## src/rtl/mux_scan_controller_if.sv

```systemverilog
// Handshake and mux-facing signals of the scan sequencer.
// The controller takes the master side; the mux and frame consumer take the slave side.
interface mux_scan_controller_if #(
   parameter int N_POS = 35
);
   logic             start;
   logic             continuous;
   logic             mux_out;
   logic             frame_ack;
   logic [5:0]       mux_sel;
   logic [N_POS-1:0] frame;
   logic             frame_valid;
   logic             busy;

   modport master (
      input  start, continuous, mux_out, frame_ack,
      output mux_sel, frame, frame_valid, busy
   );

   modport slave (
      output start, continuous, mux_out, frame_ack,
      input  mux_sel, frame, frame_valid, busy
   );
endinterface

```

## src/rtl/mux_scan_controller.sv

```systemverilog
// Steps the 36:1 mux select through every live code at a fixed dwell.
// Each sampled bit lands in a shadow frame, which is published with a valid/ack handshake.
module mux_scan_controller #(
   parameter int TICK_DIV = 4,
   parameter int N_POS    = 35,
   parameter int PARK_SEL = 63
) (
   input  logic                  clk,
   input  logic                  reset,
   mux_scan_controller_if.master bus
);

   typedef enum logic [1:0] {IDLE, SCAN, HOLD} state_t;

   localparam logic [7:0] LAST_CNT = 8'(TICK_DIV - 1);
   localparam logic [5:0] LAST_SEL = 6'(N_POS - 1);
   localparam logic [5:0] PARK     = 6'(PARK_SEL);

   state_t           state_q, state_d;
   logic [5:0]       muxSel_q, muxSel_d;
   logic [7:0]       dwellCnt_q, dwellCnt_d;
   logic [N_POS-1:0] shadow_q, shadow_d;
   logic [N_POS-1:0] frame_q, frame_d;
   logic             frameValid_q, frameValid_d;
   logic             busy_q, busy_d;
   logic [5:0]       shadowIdx;
   logic [N_POS-1:0] sampled;

   always_ff @(posedge clk or posedge reset) begin
      if (reset) begin
         state_q      <= IDLE;
         muxSel_q     <= PARK;
         dwellCnt_q   <= '0;
         shadow_q     <= '0;
         frame_q      <= '0;
         frameValid_q <= 1'b0;
         busy_q       <= 1'b0;
      end else begin
         state_q      <= state_d;
         muxSel_q     <= muxSel_d;
         dwellCnt_q   <= dwellCnt_d;
         shadow_q     <= shadow_d;
         frame_q      <= frame_d;
         frameValid_q <= frameValid_d;
         busy_q       <= busy_d;
      end
   end

   // Select s routes A[N_POS-s], so its sample belongs in shadow bit N_POS-1-s.
   always_comb begin
      shadowIdx          = LAST_SEL - muxSel_q;
      sampled            = shadow_q;
      sampled[shadowIdx] = bus.mux_out;
   end

   always_comb begin
      state_d      = state_q;
      muxSel_d     = muxSel_q;
      dwellCnt_d   = dwellCnt_q;
      shadow_d     = shadow_q;
      frame_d      = frame_q;
      frameValid_d = frameValid_q;

      unique case (state_q)
         IDLE: begin
            muxSel_d = PARK;
            if (bus.start) begin
               state_d    = SCAN;
               muxSel_d   = '0;
               dwellCnt_d = '0;
            end
         end
         SCAN: begin
            if (dwellCnt_q == LAST_CNT) begin
               dwellCnt_d = '0;
               shadow_d   = sampled;
               if (muxSel_q < LAST_SEL) begin
                  muxSel_d = muxSel_q + 6'd1;
               end else begin
                  frame_d      = sampled;
                  frameValid_d = 1'b1;
                  muxSel_d     = PARK;
                  state_d      = HOLD;
               end
            end else begin
               dwellCnt_d = dwellCnt_q + 8'd1;
            end
         end
         HOLD: begin
            // The frame is never overwritten while it waits for an ack.
            muxSel_d = PARK;
            if (bus.frame_ack) begin
               frameValid_d = 1'b0;
               if (bus.continuous) begin
                  state_d    = SCAN;
                  muxSel_d   = '0;
                  dwellCnt_d = '0;
               end else begin
                  state_d = IDLE;
               end
            end
         end
         default: begin
            state_d  = IDLE;
            muxSel_d = PARK;
         end
      endcase

      busy_d = (state_d == SCAN);
   end

   assign bus.mux_sel     = muxSel_q;
   assign bus.frame       = frame_q;
   assign bus.frame_valid = frameValid_q;
   assign bus.busy        = busy_q;

endmodule

```

## src/flat_wrapper.sv

```systemverilog
// flat-port wrapper written by rule: the top's interface ports become plain ports
module mux_scan_controller_flat 
#(
   parameter int TICK_DIV = 4,
   parameter int N_POS    = 35,
   parameter int PARK_SEL = 63
)
  (clk, reset, bus_start, bus_continuous, bus_mux_out, bus_frame_ack, bus_mux_sel, bus_frame, bus_frame_valid, bus_busy);
  mux_scan_controller_if #(.N_POS(N_POS)) bus_i ();
  input  logic clk;
  input  logic reset;
  input wire logic [$bits(bus_i.start)-1:0] bus_start;
  input wire logic [$bits(bus_i.continuous)-1:0] bus_continuous;
  input wire logic [$bits(bus_i.mux_out)-1:0] bus_mux_out;
  input wire logic [$bits(bus_i.frame_ack)-1:0] bus_frame_ack;
  output wire logic [$bits(bus_i.mux_sel)-1:0] bus_mux_sel;
  output wire logic [$bits(bus_i.frame)-1:0] bus_frame;
  output wire logic [$bits(bus_i.frame_valid)-1:0] bus_frame_valid;
  output wire logic [$bits(bus_i.busy)-1:0] bus_busy;
  assign bus_i.start = bus_start;
  assign bus_i.continuous = bus_continuous;
  assign bus_i.mux_out = bus_mux_out;
  assign bus_i.frame_ack = bus_frame_ack;
  assign bus_mux_sel = bus_i.mux_sel;
  assign bus_frame = bus_i.frame;
  assign bus_frame_valid = bus_i.frame_valid;
  assign bus_busy = bus_i.busy;
  mux_scan_controller #(.TICK_DIV(TICK_DIV), .N_POS(N_POS), .PARK_SEL(PARK_SEL)) u_core (.clk(clk), .reset(reset), .bus(bus_i));
endmodule
```

## config.mk

```make
export PLATFORM = sky130hd
export DESIGN_NAME = mux_scan_controller_flat
export DESIGN_NICKNAME = d
export VERILOG_FILES = /design/src/rtl/mux_scan_controller_if.sv /design/src/rtl/mux_scan_controller.sv /design/src/flat_wrapper.sv
export SDC_FILE = /design/constraint.sdc
export NUM_CORES = 1
export LEC_CHECK = 0
export CAP_MARGIN = 20
export CORE_MARGIN = 3
export CORE_UTILIZATION = 45
export CTS_BUF_LIST = sky130_fd_sc_hd__clkbuf_16
export DETAILED_ROUTE_END_ITERATION = 16
export PLACE_DENSITY = 0.75
export SLEW_MARGIN = 20
export SYNTH_ARGS = -nofsm -noshare
export SYNTH_HDL_FRONTEND = slang
export SYNTH_SLANG_ARGS = --single-unit
```

## constraint.sdc

```tcl
create_clock -name clk -period 3.2 [get_ports clk]
set_clock_uncertainty 0.1 [all_clocks]
set_input_delay 0.8 -clock clk [delete_from_list [all_inputs] [get_ports clk]]
set_output_delay 0.8 -clock clk [all_outputs]
set_load 0.05 [all_outputs]
```

==> metrics.txt, run 1 <==
# TYPE chip_impl_metric gauge
chip_impl_info{name="status",value="complete, no violations"} 1
chip_impl_info{name="hold_crit_class",value="reg -> reg"} 1
chip_impl_info{name="clock-root-buffer",value="sky130_fd_sc_hd__clkbuf_16"} 1
chip_impl_metric{name="mappedNetlistArea",unit="µm²"} 4360
chip_impl_metric{name="post-dp-hpwl",unit="µm"} 6470
chip_impl_metric{name="pwrdens",unit="nW/µm²"} 1100
chip_impl_metric{name="crit_required",unit="ps"} 2300
chip_impl_metric{name="antenna_cells_inserted",unit=""} 0
chip_impl_metric{name="fmax",unit="GHz"} 0.347
chip_impl_metric{name="worst_case_headroom_to_the_max_slew_limit",unit="%"} 31.1
chip_impl_metric{name="avgRoutedWirePerCell",unit="µm"} 16.1
chip_impl_info{name="clock_tree_from_tritoncts",value="yes"} 1
chip_impl_metric{name="detail_route.drc_violations",unit=""} 0
chip_impl_metric{name="grt_antenna_before_repair",unit=""} 0
chip_impl_metric{name="port_buffers",unit=""} 48
chip_impl_metric{name="clock_tree.htree_level_count",unit=""} 3
chip_impl_metric{name="cts_made_buffers",unit=""} 9
chip_impl_metric{name="synth.net_count",unit=""} 449
chip_impl_metric{name="peakVddDrop",unit="mV"} 0.491
chip_impl_metric{name="edff_count_synth",unit=""} 0
chip_impl_metric{name="pre_cts_ws",unit="ps"} 393
chip_impl_metric{name="worst_setup_hold_path_clk_slew",unit="ps"} 60
chip_impl_metric{name="drt.antenna.violating_nets",unit=""} 0
chip_impl_metric{name="grt_overflow_total",unit=""} 0
chip_impl_info{name="rsz0062_at_grt",value="no"} 1
chip_impl_metric{name="static-leakage-power",unit="nW"} 2.18
chip_impl_info{name="synth.area.top_cells",value="sky130_fd_sc_hd__dfrtp_1, sky130_fd_sc_hd__nand2_1, sky130_fd_sc_hd__mux2_2"} 1
chip_impl_metric{name="crit_path_max_incr_delay",unit="ps"} 880
chip_impl_metric{name="number_of_standard_cells_after_synthesis",unit=""} 440
chip_impl_metric{name="holdWs",unit="ps"} 367
chip_impl_metric{name="synth_sequential_area_ratio",unit="%"} 50.6
chip_impl_metric{name="die_y",unit="µm"} 104
chip_impl_info{name="post-synth-top-area-cell",value="sky130_fd_sc_hd__dfrtp_1"} 1
chip_impl_info{name="timing.critical_path.slowest_stage_cell",value="sky130_fd_sc_hd__clkdlybuf4s50_1"} 1
chip_impl_metric{name="maxSlewViolCount",unit=""} 0
chip_impl_metric{name="die-area",unit="µm²"} 10900
chip_impl_metric{name="max_cap_viols",unit=""} 0
chip_impl_metric{name="cts_sinks",unit=""} 88
chip_impl_metric{name="timing.critical_path.arrival",unit="ps"} 1980
chip_impl_metric{name="yosysUniqueCellTypes",unit=""} 60
chip_impl_metric{name="route.vias.total",unit=""} 3346
chip_impl_metric{name="highest_fanout_seen_on_the_critical_path",unit=""} 14
chip_impl_metric{name="gpl.final_weighted_congestion",unit=""} 0.873
chip_impl_metric{name="wire_length_of_the_first_global_routing_pass",unit="µm"} 16300
chip_impl_metric{name="core",unit="µm²"} 9330
chip_impl_metric{name="dr_vias_cell",unit=""} 5.47
chip_impl_info{name="end_kind",value="output port"} 1
chip_impl_metric{name="hold_viol",unit=""} 0
chip_impl_metric{name="post_cts_resize_count",unit=""} 0
chip_impl_metric{name="num_rows",unit=""} 35
chip_impl_info{name="startpoint_type",value="register"} 1
chip_impl_metric{name="drt-total-wl",unit="µm"} 9850
chip_impl_metric{name="timing.setup.tns",unit="ps"} 0
chip_impl_metric{name="initial_core_util",unit="%"} 46.8
chip_impl_metric{name="area.growth.synth_to_final",unit="%"} 19.5
chip_impl_metric{name="die_w",unit="µm"} 104
chip_impl_metric{name="finalCritPeriodShare",unit="%"} 90.0
chip_impl_metric{name="drive_above_1_share",unit="%"} 16.8
chip_impl_metric{name="setup_viol",unit=""} 0
chip_impl_metric{name="post_layout_nets",unit=""} 487
chip_impl_metric{name="critPathBufInv",unit=""} 1
chip_impl_info{name="timing.critical_path.cells",value="clkdlybuf4s50_1"} 1
chip_impl_metric{name="grt_start_max_net_pins",unit=""} 89
chip_impl_metric{name="fin_ws",unit="ps"} 320
chip_impl_info{name="dominantRegCellSynth",value="sky130_fd_sc_hd__dfrtp_1"} 1
chip_impl_metric{name="syn_avg_cell_area",unit="µm²"} 9.92
chip_impl_metric{name="first_global_vias",unit=""} 3297
chip_impl_metric{name="ys_seq_elements",unit=""} 88
chip_impl_metric{name="insertion_delay_to_the_later_sink_of_the_worst_skew_pair",unit="ps"} 340
chip_impl_metric{name="num-fill-cells",unit=""} 811
chip_impl_metric{name="least_margin_pin_slew",unit="ps"} 1030
chip_impl_metric{name="groute.usage.overall",unit="%"} 18.6
chip_impl_info{name="timing.critical_path.max_delay_family",value="buffers and inverters"} 1
chip_impl_metric{name="yosys_warnings",unit=""} 0
chip_impl_metric{name="detailedRoute.firstPassIterationCount",unit=""} 4
chip_impl_metric{name="shortest_clock_period_the_worst_path_allows_after_layout",unit="ps"} 2880
chip_impl_metric{name="detailedRoute.firstIterationViolations",unit=""} 207
chip_impl_metric{name="share_of_yosys_cell_area_claimed_by_the_top_area_cell_type",unit="%"} 47.0
chip_impl_metric{name="post-cts-setup-buffer-count",unit=""} 0
chip_impl_info{name="setup.worst_path.class",value="reg -> out"} 1
chip_impl_metric{name="cts-root-to-sink-buffers",unit=""} 2
chip_impl_metric{name="cts-hold-fix-buffers",unit=""} 0
chip_impl_metric{name="ys_async_sr_fraction",unit="%"} 100
chip_impl_metric{name="design.portCount",unit=""} 49
-- cell usage after synthesis, types with 5 or more instances --
master                      n
sky130_fd_sc_hd__a31oi_1    7
sky130_fd_sc_hd__xnor2_1    5
sky130_fd_sc_hd__nor2_1    26
sky130_fd_sc_hd__nor4_1     5
sky130_fd_sc_hd__dfrtp_1   82
sky130_fd_sc_hd__nand3_1    7
sky130_fd_sc_hd__a21oi_1   27
sky130_fd_sc_hd__clkbuf_1   9
sky130_fd_sc_hd__inv_1      5
sky130_fd_sc_hd__o21ai_0   37
sky130_fd_sc_hd__o31ai_1    9
sky130_fd_sc_hd__nand2_1   78
sky130_fd_sc_hd__buf_2     16
sky130_fd_sc_hd__mux2_2    24
sky130_fd_sc_hd__nor3_1    15
sky130_fd_sc_hd__buf_6      5
sky130_fd_sc_hd__dfstp_2    6
sky130_fd_sc_hd__nand3b_1   5
-- path summary, 6_finish.rpt --
path	from	end	slack, ps	cells past startpoint
setup / recovery	u_core.bus.mux_sel[2]	bus_mux_sel[2]	320	1
hold / removal	u_core.shadow_q[10]	u_core.bus.frame[10]	370	2
setup reg to reg	u_core.bus.mux_sel[0]	u_core.shadow_q[3]	400	6
hold reg to reg	u_core.shadow_q[10]	u_core.bus.frame[10]	370	2
max in group asynchronous	reset	u_core.bus.mux_sel[1]	1820	3
min in group asynchronous	reset	u_core.bus.frame[32]	760	3
-- flip-flops by register name, summed over array words and instances (netlist names) --
register and count:
u_core.shadow_q 35, u_core.bus.frame_valid 1, u_core.dwellCnt_q 8, u_core.bus.mux_sel 6, u_core.bus.frame 35, u_core.state_q 2
u_core.bus.busy 1
-- kinds of logic (layout without fill, tap and decap cells) --
group | count (synthesis) | after routing | synth area share, %
AO/OA/AOI/OAI | 100 | 100 | 14.5
XOR/XNOR | 7 | 7 | 1.58
adder cells (fa/ha/maj) | 3 | 3 | 0.860
buffers and inverters | 38 | 81 | 4.76
flip-flops | 88 | 88 | 50.6
multiplexers | 28 | 28 | 7.20
AND/OR/NAND/NOR | 176 | 176 | 20.4
-- worst register-to-register path, cell delays in order (launching register included) --
cell and delay, ps:
sky130_fd_sc_hd__dfstp_2 710, sky130_fd_sc_hd__ha_1 420, sky130_fd_sc_hd__or3b_2 190, sky130_fd_sc_hd__a21oi_1 70
sky130_fd_sc_hd__nor2_1 780, sky130_fd_sc_hd__nor3_1 100, sky130_fd_sc_hd__mux2_2 320
-- power by group --
part | internal (mW) | total, mW | switching [mW]
registers | 1.53 | 1.86 | 0.330
logic | 0.972 | 2.87 | 1.89
clock network | 0.598 | 1.04 | 0.439
-- per-layer routing --
layer | GRT usage, % | routed length [µm] | vias to the layer above
met5 | 0 | 0 | -
met4 | 5.98 | 157 | 0
met3 | 4.84 | 513 | 15
met2 | 30.0 | 4680 | 101
met1 | 24.5 | 4490 | 1611
li1 | - | - | 1619
-- stage by stage --
step                total power, mW  std cells  instance area, µm²  util [%]
floorplan                      3.91        440                4360         -
global placement               4.64        596                4920      52.8
detailed placement             4.71        596                4920      52.8
CTS                            5.77        612                5210      55.9
global route                   6.09        612                5220      55.9
finish                         5.76        612                5220      55.9
-- area by class of cell --
cell class                      count  area (µm²)  area share (%)
Multi-Input combinational cell    314        1950            37.4
Tap cell                          129         161            3.10
Clock inverter                      7        65.1            1.25
Clock buffer                        9         225            4.32
Inverter                            5        20.0           0.384
Sequential cell                    88        2210            42.4
Timing Repair Buffer               60         583            11.2
-- cell usage in the layout, fill, tap and decap left out, types with 5 or more instances in the layout --
master                            instances
sky130_fd_sc_hd__mux2_2                  24
sky130_fd_sc_hd__nand3_1                  7
sky130_fd_sc_hd__clkbuf_16                9
sky130_fd_sc_hd__inv_1                    6
sky130_fd_sc_hd__nand3b_1                 5
sky130_fd_sc_hd__clkdlybuf4s50_1         48
sky130_fd_sc_hd__nor3_1                  15
sky130_fd_sc_hd__buf_4                   11
sky130_fd_sc_hd__nor4_1                   5
sky130_fd_sc_hd__o21ai_0                 37
sky130_fd_sc_hd__dfstp_2                  6
sky130_fd_sc_hd__a31oi_1                  7
sky130_fd_sc_hd__xnor2_1                  5
sky130_fd_sc_hd__nor2_1                  24
sky130_fd_sc_hd__o31ai_1                  9
sky130_fd_sc_hd__dfrtp_1                 82
sky130_fd_sc_hd__nand2_1                 78
sky130_fd_sc_hd__a21oi_1                 27
No activity file was read; power rests on OpenSTA's default activity.
==> run 2, diff against run 1 <==
--- a/config.mk
+++ b/config.mk
@@ -5,12 +5,12 @@
 export SDC_FILE = /design/constraint.sdc
 export NUM_CORES = 1
 export LEC_CHECK = 0
-export CAP_MARGIN = 20
+export CAP_MARGIN = 10
 export CORE_MARGIN = 3
-export CORE_UTILIZATION = 45
+export CORE_UTILIZATION = 50
 export CTS_BUF_LIST = sky130_fd_sc_hd__clkbuf_16
 export DETAILED_ROUTE_END_ITERATION = 16
-export PLACE_DENSITY = 0.75
+export PLACE_DENSITY = 0.81
 export SLEW_MARGIN = 20
 export SYNTH_ARGS = -nofsm -noshare
 export SYNTH_HDL_FRONTEND = slang
==> run 2 against run 1 <==
Final cell count decreased by 4.4%. Final area barely moved. Power up 2.7%. Routed wire length fell by 2.1%. Die area is 9.4% lower. First-iteration DRC count increased by 45%. Utilization grew 6.7 points. Critical path depth grew 5. Clock power is 16% higher. Global-route usage increased by 1.8 points. Worst hold slack improved by 5.3 ps. Critical endpoint is now u_core.shadow_q[10]. Largest cell class unchanged. Largest power group unchanged.
==> metrics.txt, run 2 (synthesis results as in run 1) <==
# TYPE chip_impl_metric gauge
chip_impl_metric{name="crit_path_max_incr_delay",unit="ps"} 710
chip_impl_metric{name="pre_cts_ws",unit="ps"} 432
chip_impl_info{name="end_kind",value="register"} 1
chip_impl_metric{name="maxSlewViolCount",unit=""} 0
chip_impl_metric{name="port_buffers",unit=""} 48
chip_impl_metric{name="wire_length_of_the_first_global_routing_pass",unit="µm"} 16100
chip_impl_metric{name="grt_antenna_before_repair",unit=""} 0
chip_impl_metric{name="utilization",unit="%"} 62.6
chip_impl_metric{name="cts-root-to-sink-buffers",unit=""} 2
chip_impl_info{name="clock_tree_from_tritoncts",value="yes"} 1
chip_impl_metric{name="detailedRoute.firstIterationViolations",unit=""} 300
chip_impl_metric{name="finalCritPeriodShare",unit="%"} 89.9
chip_impl_metric{name="holdWs",unit="ps"} 372
chip_impl_metric{name="least_margin_pin_slew",unit="ps"} 1010
chip_impl_metric{name="drt-total-wl",unit="µm"} 9640
chip_impl_metric{name="first_global_vias",unit=""} 3195
chip_impl_metric{name="detailedRoute.firstPassIterationCount",unit=""} 5
chip_impl_metric{name="use_met2",unit="%"} 31.7
chip_impl_info{name="rsz0062_at_grt",value="no"} 1
chip_impl_metric{name="dp.cells",unit=""} 570
chip_impl_metric{name="setup_viol",unit=""} 0
chip_impl_metric{name="dr_vias_cell",unit=""} 5.75
chip_impl_metric{name="clock_tree.htree_level_count",unit=""} 3
chip_impl_metric{name="avgRoutedWirePerCell",unit="µm"} 16.5
chip_impl_info{name="clock-root-buffer",value="sky130_fd_sc_hd__clkbuf_16"} 1
chip_impl_metric{name="max_cap_viols",unit=""} 0
chip_impl_metric{name="die_w",unit="µm"} 99.4
chip_impl_metric{name="post_layout_nonfiller_instances",unit=""} 585
chip_impl_metric{name="grt_start_max_net_pins",unit=""} 89
chip_impl_info{name="hold_crit_class",value="reg -> reg"} 1
chip_impl_metric{name="shortest_clock_period_the_worst_path_allows_after_layout",unit="ps"} 2880
chip_impl_metric{name="drive_above_1_share",unit="%"} 16.9
chip_impl_metric{name="fmax",unit="GHz"} 0.348
chip_impl_metric{name="cts_sinks",unit=""} 88
chip_impl_metric{name="post_layout_nets",unit=""} 485
chip_impl_metric{name="num_rows",unit=""} 33
chip_impl_metric{name="grt_use_met3",unit="%"} 3.09
chip_impl_metric{name="core",unit="µm²"} 8340
chip_impl_metric{name="route.vias.total",unit=""} 3362
chip_impl_info{name="timing.critical_path.cells",value="ha_1, buf_4, xnor2_1, nand2_1, nor4_1, mux2_2"} 1
chip_impl_info{name="setup.worst_path.class",value="reg -> reg"} 1
chip_impl_metric{name="grt_overflow_total",unit=""} 0
chip_impl_metric{name="detail_route.drc_violations",unit=""} 0
chip_impl_metric{name="die-area",unit="µm²"} 9880
chip_impl_metric{name="groute.usage.overall",unit="%"} 20.4
chip_impl_metric{name="placed_area",unit="µm²"} 4880
chip_impl_metric{name="stdcell_area",unit="µm²"} 5220
chip_impl_info{name="startpoint_type",value="register"} 1
chip_impl_metric{name="drt.antenna.violating_nets",unit=""} 0
chip_impl_info{name="timing.critical_path.slowest_stage_cell",value="sky130_fd_sc_hd__dfstp_2"} 1
chip_impl_metric{name="fin_ws",unit="ps"} 324
chip_impl_metric{name="area.growth.synth_to_final",unit="%"} 19.6
chip_impl_metric{name="worst_case_headroom_to_the_max_slew_limit",unit="%"} 32.6
chip_impl_metric{name="die_y",unit="µm"} 99.4
chip_impl_metric{name="post-cts-setup-buffer-count",unit=""} 0
chip_impl_metric{name="design.portCount",unit=""} 49
chip_impl_metric{name="static-leakage-power",unit="nW"} 2.20
chip_impl_metric{name="cts-hold-fix-buffers",unit=""} 0
chip_impl_metric{name="gpl.final_weighted_congestion",unit=""} 0.864
chip_impl_metric{name="insertion_delay_to_the_later_sink_of_the_worst_skew_pair",unit="ps"} 340
chip_impl_metric{name="highest_fanout_seen_on_the_critical_path",unit=""} 16
chip_impl_metric{name="post-dp-hpwl",unit="µm"} 6270
chip_impl_metric{name="crit_required",unit="ps"} 3320
chip_impl_metric{name="hold_viol",unit=""} 0
chip_impl_info{name="grt.busiest_layer",value="met2"} 1
chip_impl_metric{name="antenna_cells_inserted",unit=""} 0
chip_impl_metric{name="initial_core_util",unit="%"} 52.3
chip_impl_info{name="layout_common_cells",value="sky130_fd_sc_hd__dfrtp_1, sky130_fd_sc_hd__nand2_1, sky130_fd_sc_hd__clkdlybuf4s50_1"} 1
chip_impl_metric{name="p_total",unit="mW"} 5.92
chip_impl_metric{name="num-fill-cells",unit=""} 675
chip_impl_metric{name="grt.met1_usage",unit="%"} 28.6
chip_impl_metric{name="timing.setup.tns",unit="ps"} 0
chip_impl_metric{name="pwrdens",unit="nW/µm²"} 1130
chip_impl_metric{name="post_cts_resize_count",unit=""} 0
chip_impl_metric{name="timing.critical_path.arrival",unit="ps"} 3000
chip_impl_info{name="status",value="complete, no violations"} 1
chip_impl_info{name="mostFrequentLayoutCell",value="sky130_fd_sc_hd__dfrtp_1"} 1
chip_impl_metric{name="cts_made_buffers",unit=""} 9
chip_impl_metric{name="worst_setup_hold_path_clk_slew",unit="ps"} 60
chip_impl_metric{name="peakVddDrop",unit="mV"} 0.647
## run 2: cell types whose count changed in the layout (fill, tap and decap cells not counted), sizes merged
cell / change
clkinvlp: -1
clkinv: -2
buf: -2
bufinv: +2
## run 2: where the power goes
part	leakage, nW	switching (mW)	internal [mW]	total, mW
Clock	0.163	0.444	0.764	1.21
Sequential	1.08	0.338	1.53	1.86
Combinational	0.949	1.88	0.961	2.84
Total	2.20	2.66	3.25	5.92
## run 2: final cells by class
type	instances	area, µm²	share of cell area, %
flip-flops and latches	88	2210	42.3
clock inverters	6	115	2.21
repair buffers	58	568	10.9
well taps	105	131	2.52
inverters	5	20.0	0.384
multi-input cells	314	1950	37.4
clock buffers	9	225	4.31
## run 2: per-layer routing
| layer | wire, µm | vias to the layer above |
|---|---|---|
| li1 | - | 1614 |
| met1 | 4380 | 1608 |
| met2 | 4480 | 115 |
| met3 | 534 | 25 |
| met4 | 240 | 0 |
| met5 | 0 | - |
## run 2: worst paths after layout
check                                            from                    end  slack (ps)  cells after the start
worst max-delay path            u_core.bus.mux_sel[0]    u_core.shadow_q[10]         320                      6
worst min-delay path              u_core.shadow_q[27]   u_core.bus.frame[27]         370                      2
worst max register to register  u_core.bus.mux_sel[0]    u_core.shadow_q[10]         320                      6
worst min register to register    u_core.shadow_q[27]   u_core.bus.frame[27]         370                      2
max in group asynchronous                       reset  u_core.bus.mux_sel[2]        1820                      3
min in group asynchronous                       reset   u_core.bus.frame[34]         750                      3
## run 2: critical path: cells and delay by family, from the launching register on
| kind | cells | cell delay (ps) |
|---|---|---|
| simple gates | 2 | 780 |
| flops | 1 | 710 |
| mux | 1 | 370 |
| fa+ha+maj | 1 | 320 |
| xor+xnor | 1 | 250 |
| buf+inv | 1 | 230 |
